===== config.mk =====
export PLATFORM = sky130hd
export DESIGN_NAME = fb_display_scanout
export DESIGN_NICKNAME = d
export VERILOG_FILES = /design/src/rtl/fb_display_scanout.sv
export SDC_FILE = /design/constraint.sdc
export NUM_CORES = 1
export LEC_CHECK = 0
export ABC_AREA = 1
export BUFFER_PORTS_ARGS = -buffer_cell sky130_fd_sc_hd__buf_2
export CORE_AREA = 2 2 81 83
export CTS_BUF_LIST = sky130_fd_sc_hd__clkbuf_8
export DETAILED_ROUTE_END_ITERATION = 7
export DIE_AREA = 0 0 83 85
export SYNTH_ARGS = -nofsm -noshare
export SYNTH_HDL_FRONTEND = slang
export SYNTH_SLANG_ARGS = --single-unit
export TNS_END_PERCENT = 100

===== constraint.sdc =====
create_clock -name clk -period 1.5 [get_ports clk]
set_clock_uncertainty 0.15 [all_clocks]
set_input_delay 0.45 -clock clk [delete_from_list [all_inputs] [get_ports clk]]
set_output_delay 0.45 -clock clk [all_outputs]
set_load 0.01 [all_outputs]

===== src/rtl/fb_display_scanout.sv =====
// Framebuffer commit-stream scanout: unpacks RGBA4444 beats into an RGB565 AXI4-Stream-Video pixel stream.
// Defining FB_SCANOUT_ERROR_COUNT_EN adds a saturating framing-error counter with a clear input.
module fb_display_scanout #(
    parameter int STREAM_WIDTH   = 16,
    parameter int PIXEL_WIDTH    = 16,
    parameter int DISPLAY_WIDTH  = 128,
    parameter int DISPLAY_HEIGHT = 128
) (
    input  logic                    clk,
    input  logic                    reset,
    input  logic                    s_axis_tvalid,
    output logic                    s_axis_tready,
    input  logic                    s_axis_tlast,
    input  logic [STREAM_WIDTH-1:0] s_axis_tdata,
    output logic                    m_axis_tvalid,
    input  logic                    m_axis_tready,
    output logic [15:0]             m_axis_tdata,
    output logic                    m_axis_tuser,
    output logic                    m_axis_tlast,
    output logic                    frame_done,
    output logic                    frame_error
`ifdef FB_SCANOUT_ERROR_COUNT_EN
    ,
    output logic [15:0]             error_count,
    input  logic                    error_count_clear
`endif
);
    localparam int PIXEL_PER_BEAT = STREAM_WIDTH / PIXEL_WIDTH;
    localparam int IDX_W = (PIXEL_PER_BEAT > 1) ? $clog2(PIXEL_PER_BEAT) : 1;
    localparam int X_W   = (DISPLAY_WIDTH > 1) ? $clog2(DISPLAY_WIDTH) : 1;
    localparam int Y_W   = (DISPLAY_HEIGHT > 1) ? $clog2(DISPLAY_HEIGHT) : 1;
    localparam logic [IDX_W-1:0] LAST_IDX = IDX_W'(PIXEL_PER_BEAT - 1);
    localparam logic [X_W-1:0]   LAST_X   = X_W'(DISPLAY_WIDTH - 1);
    localparam logic [Y_W-1:0]   LAST_Y   = Y_W'(DISPLAY_HEIGHT - 1);

    logic                    holdValid;
    logic                    holdLast;
    logic [STREAM_WIDTH-1:0] holdData;
    logic [IDX_W-1:0]        pixIdx;
    logic [X_W-1:0]          x;
    logic [Y_W-1:0]          y;
    logic                    outFrameEnd;
    logic                    outLoad;
    logic                    beatDone;
    logic                    accept;
    logic                    frameEnd;
    logic [PIXEL_WIDTH-1:0]  pix;
    logic [15:0]             rgb;
    logic                    unusedPix;

    assign outLoad       = holdValid && (!m_axis_tvalid || m_axis_tready);
    assign beatDone      = outLoad && (pixIdx == LAST_IDX);
    assign s_axis_tready = !reset && (!holdValid || beatDone);
    assign accept        = s_axis_tvalid && s_axis_tready;
    assign frameEnd      = (x == LAST_X) && (y == LAST_Y);

    always_comb begin
        pix = '0;
        for (int k = 0; k < PIXEL_PER_BEAT; k++)
            if (pixIdx == IDX_W'(k)) pix = holdData[k*PIXEL_WIDTH +: PIXEL_WIDTH];
    end

    // Widen by replicating MSBs so full-scale 4-bit channels map to full-scale 5/6-bit ones.
    assign rgb       = {pix[15:12], pix[15], pix[11:8], pix[11:10], pix[7:4], pix[7]};
    assign unusedPix = ^pix;

    always_ff @(posedge clk) begin
        if (reset) begin
            holdValid     <= 1'b0;
            holdLast      <= 1'b0;
            holdData      <= '0;
            pixIdx        <= '0;
            x             <= '0;
            y             <= '0;
            outFrameEnd   <= 1'b0;
            m_axis_tvalid <= 1'b0;
            m_axis_tdata  <= '0;
            m_axis_tuser  <= 1'b0;
            m_axis_tlast  <= 1'b0;
            frame_error   <= 1'b0;
        end else begin
            frame_error <= 1'b0;
            if (accept) begin
                holdValid <= 1'b1;
                holdData  <= s_axis_tdata;
                holdLast  <= s_axis_tlast;
            end else if (beatDone) begin
                holdValid <= 1'b0;
            end
            if (outLoad) begin
                m_axis_tvalid <= 1'b1;
                m_axis_tdata  <= rgb;
                m_axis_tuser  <= (x == '0) && (y == '0);
                m_axis_tlast  <= (x == LAST_X);
                outFrameEnd   <= frameEnd;
                pixIdx        <= (pixIdx == LAST_IDX) ? '0 : pixIdx + 1'b1;
                // Early tlast: resync so the next pixel starts a fresh frame.
                if (beatDone && holdLast && !frameEnd) begin
                    x           <= '0;
                    y           <= '0;
                    frame_error <= 1'b1;
                end else begin
                    if (beatDone && !holdLast && frameEnd) frame_error <= 1'b1;
                    if (x == LAST_X) begin
                        x <= '0;
                        y <= (y == LAST_Y) ? '0 : y + 1'b1;
                    end else begin
                        x <= x + 1'b1;
                    end
                end
            end else if (m_axis_tready) begin
                m_axis_tvalid <= 1'b0;
            end
        end
    end

    // Pulses in the cycle the frame's final pixel is taken downstream.
    assign frame_done = m_axis_tvalid && m_axis_tready && outFrameEnd;

`ifdef FB_SCANOUT_ERROR_COUNT_EN
    always_ff @(posedge clk) begin
        if (reset || error_count_clear)
            error_count <= '0;
        else if (frame_error && error_count != 16'hFFFF)
            error_count <= error_count + 1'b1;
    end
`endif

endmodule


==> impl_metrics.py <==
metrics = {
    "sta": {
        "min_period_ns": 1.63,
        "setup_ws_ns": -0.134,
        "worst_pin_slew_ns": 0.236,
        "fin_crit_sh_pct": 109,
        "slew_headroom_pct": 84.2,
        "finalHoldViolations": 0,
        "setup_violations": 3,
        "slew_viol_final": 0,
        "max_freq_mhz": 612,
        "rsz0062_at_grt": "yes",
    },
    "clock_tree": {
        "htreeDepth": 2,
        "numCtsBuffers": 5,
        "clkLatencyLatePin_ns": 0.31,
        "holdBufCountCts": 0,
        "clkTransAtPathRegs_ns": 0.09,
        "cts_root_buf": "clkbuf_8",
        "tritoncts": "done",
        "cts_max_path_buffers": 2,
        "cts.sinks": 45,
    },
    "floorplan": {
        "row_count": 29,
        "die_w_um": 83,
        "start_util_pct": 32.3,
        "die_area_um2": 7060,
        "core_um2": 6200,
        "die_y_um": 85,
        "io_pins": 43,
    },
    "routing": {
        "avgViaCountPerCell": 4.64,
        "wl_per_cell_um": 11.6,
        "drt_iter0_drc": 137,
        "drt-met1-wl_mm": 2.35,
        "firstDrtPassIters": 4,
        "drcViolationCount": 0,
        "finalWirelength_mm": 4.74,
        "dr.max_layer_used": "met4",
        "ant_nets": 0,
        "wl_met2_mm": 2.06,
        "vias": 1899,
        "wl_met3_um": 217,
    },
    "yosys": {
        "synthesis.nets": 303,
        "synthDistinctLibCells": 26,
        "synth_warnings": 0,
        "synth_area_um2": 2000,
        "ys_top_cells_by_area": "dfxtp_1 (45%), nand3_1 (10%), nand2_1 (9.6%)",
        "avgSynthCellArea_um2": 7.20,
        "synth_top_cell_by_area": "dfxtp_1",
        "synthCells": 278,
        "ys_seq_area_share_pct": 45.0,
        "synth_top_cell_area_share_pct": 45.0,
        "ys_seq_elements": 45,
    },
    "critical_path": {
        "crit_path_end_kind": "output pin",
        "crit_required_ns": 0.90,
        "regToRegStartpoint": "y[0]$_SDFFE_PP0P_",
        "critPathKind": "reg -> out",
        "worst_setup_path_start_kind": "register",
        "rr_worst_depth": 7,
        "r2r-end": "x[4]$_SDFFE_PP0N_",
        "r2r_slack_ns": 0.07,
        "cp_max_fo": 3,
        "cp.arrival_ns": 1.03,
    },
    "power_and_ir_drop": {
        "ir_drop_mv": 0.424,
        "power.total_w": 0.00231,
        "leakage_nw": 1.21,
        "power.density_nw_per_um2": 899,
    },
    "min_path": {
        "min_from": "s_axis_tdata[5]",
        "hp-class": "in -> reg",
        "hold_depth": 3,
        "hold_path_end": "holdData[5]$_SDFFE_PP0P_",
    },
    "global_routing": {
        "grt_use_total_pct": 13.6,
        "overflow": 0,
        "grt_max_degree": 21,
        "grt_pass1_wl_mm": 7.87,
        "grt_pass1_vias": 1730,
        "antenna_found_initial": 0,
    },
    "layout": {
        "fillers": 625,
        "nNetsFinal": 356,
        "n_antenna_cell": 0,
        "mostFrequentLayoutCells": "nand2_1 (47), nor2_1 (40), dfxtp_1 (39)",
        "final_common_cell": "nand2_1",
        "final_core_util_pct": 41.4,
        "areaGrowthSynthToFinish_pct": 28.4,
        "drive_gt1_share_pct": 30.1,
    },
    "place": {
        "dpl.hpwl_mm": 3.43,
        "numPortBuffers": 38,
        "gp_congestion": 0.870,
    },
    "status": {
        "status": "complete, but fails checks",
        "violations": "negative setup slack",
    },
    "run": {
        "drv_cap": 0,
    },
}
[where the power goes]
part	switching (W)	total (W)	internal [W]
sequential	0.0000254	0.00127	0.00124
combinational	0.000134	0.000236	0.000103
clock	0.000469	0.000806	0.000337
total	0.000628	0.00231	0.00168
[flip-flops by register name, indices dropped and copies added, names as in the netlist]
| name | flops |
|---|---|
| frame_error | 1 |
| holdData | 12 |
| holdLast | 1 |
| holdValid | 1 |
| m_axis_tdata | 12 |
| m_axis_tlast | 1 |
| m_axis_tuser | 1 |
| m_axis_tvalid | 1 |
| outFrameEnd | 1 |
| x | 7 |
| y | 7 |
[layout make-up]
class                           instances  area [um2]  share of cell area (%)
Clock buffer                            5        68.8                    2.68
Clock inverter                          3        25.0                   0.974
Inverter                               27         101                    3.94
Multi-Input combinational cell        191         978                    38.1
Sequential cell                        45         908                    35.3
Tap cell                               77        96.3                    3.75
Timing Repair Buffer                   61         392                    15.2
[logic make-up after synthesis]
| logic type | Yosys count | share of synthesized area (%) |
|---|---|---|
| and+or+nand+nor | 148 | 33.1 |
| DFF | 45 | 45.0 |
| buffers and inverters | 42 | 9.31 |
| AOI/OAI and AO/OA | 38 | 9.69 |
| adders and majority gates | 4 | 2.50 |
| xor gates and xnor gates | 1 | 0.438 |
[critical path, stage by stage (launching register included)]
cell	delay [ns]
dfxtp_2	0.36
buf_6	0.10
nand2_2	0.05
nor2_2	0.09
buf_2	0.13
[how the worst max path moves through the flow]
stage                               start                end  slack [ns]  cells after the start
6_report       m_axis_tvalid$_SDFFE_PP0P_         frame_done       -0.13                      4
5_1_grt        m_axis_tvalid$_SDFFE_PP0P_         frame_done       -0.22                      4
4_1_cts        m_axis_tvalid$_SDFFE_PP0P_         frame_done       -0.14                      4
3_5_place_dp                m_axis_tready  x[3]$_SDFFE_PP0N_       -0.15                      9
3_3_place_gp                m_axis_tready      s_axis_tready       -0.13                      6
2_1_floorplan               m_axis_tready      s_axis_tready        0.02                      5
[per-layer routing]
metal,GRT usage [%],vias to the layer above
met5,0,-
met4,6.71,0
met3,3.21,9
met2,20.3,45
met1,18.5,843
li1,-,1002
[synthesized netlist by cell type]
cell	n
o21ai_1	1
nor2_4	1
a21oi_1	17
inv_2	2
o21bai_1	1
a31oi_1	1
buf_1	2
o21ai_0	18
nor2_1	42
nand2_1	51
nand4_1	5
nor3_2	1
ha_1	4
nand3_1	41
xor2_1	1
clkbuf_1	3
nand2_2	3
inv_1	25
nand2_4	1
buf_4	4
nand3_2	2
clkbuf_2	1
nor3_1	1
dfxtp_1	45
buf_6	1
buf_2	4
[per-stage QoR]
step	instance area [um2]	setup TNS [ns]	setup WS (ns)	instances	hold slack, ns
5_1_grt	2570	-0.534	-0.215	409	0.219
3_3_place_gp	2370	-2.06	-0.133	398	0.297
4_1_cts	2490	-0.271	-0.136	407	0.201
6_report	2570	-0.334	-0.134	409	0.209
2_1_floorplan	2000	0	0.0216	278	0.290
3_5_place_dp	2370	-2.81	-0.146	398	0.303
[timing repair]
| action | in CTS | in global routing |
|---|---|---|
| pin swaps | 2 | 5 |
| gates resized for setup | 9 | 20 |
| buffers inserted | 1 | 2 |
| setup endpoints to repair | 6 | 17 |
(Power assumes the default switching activity.)
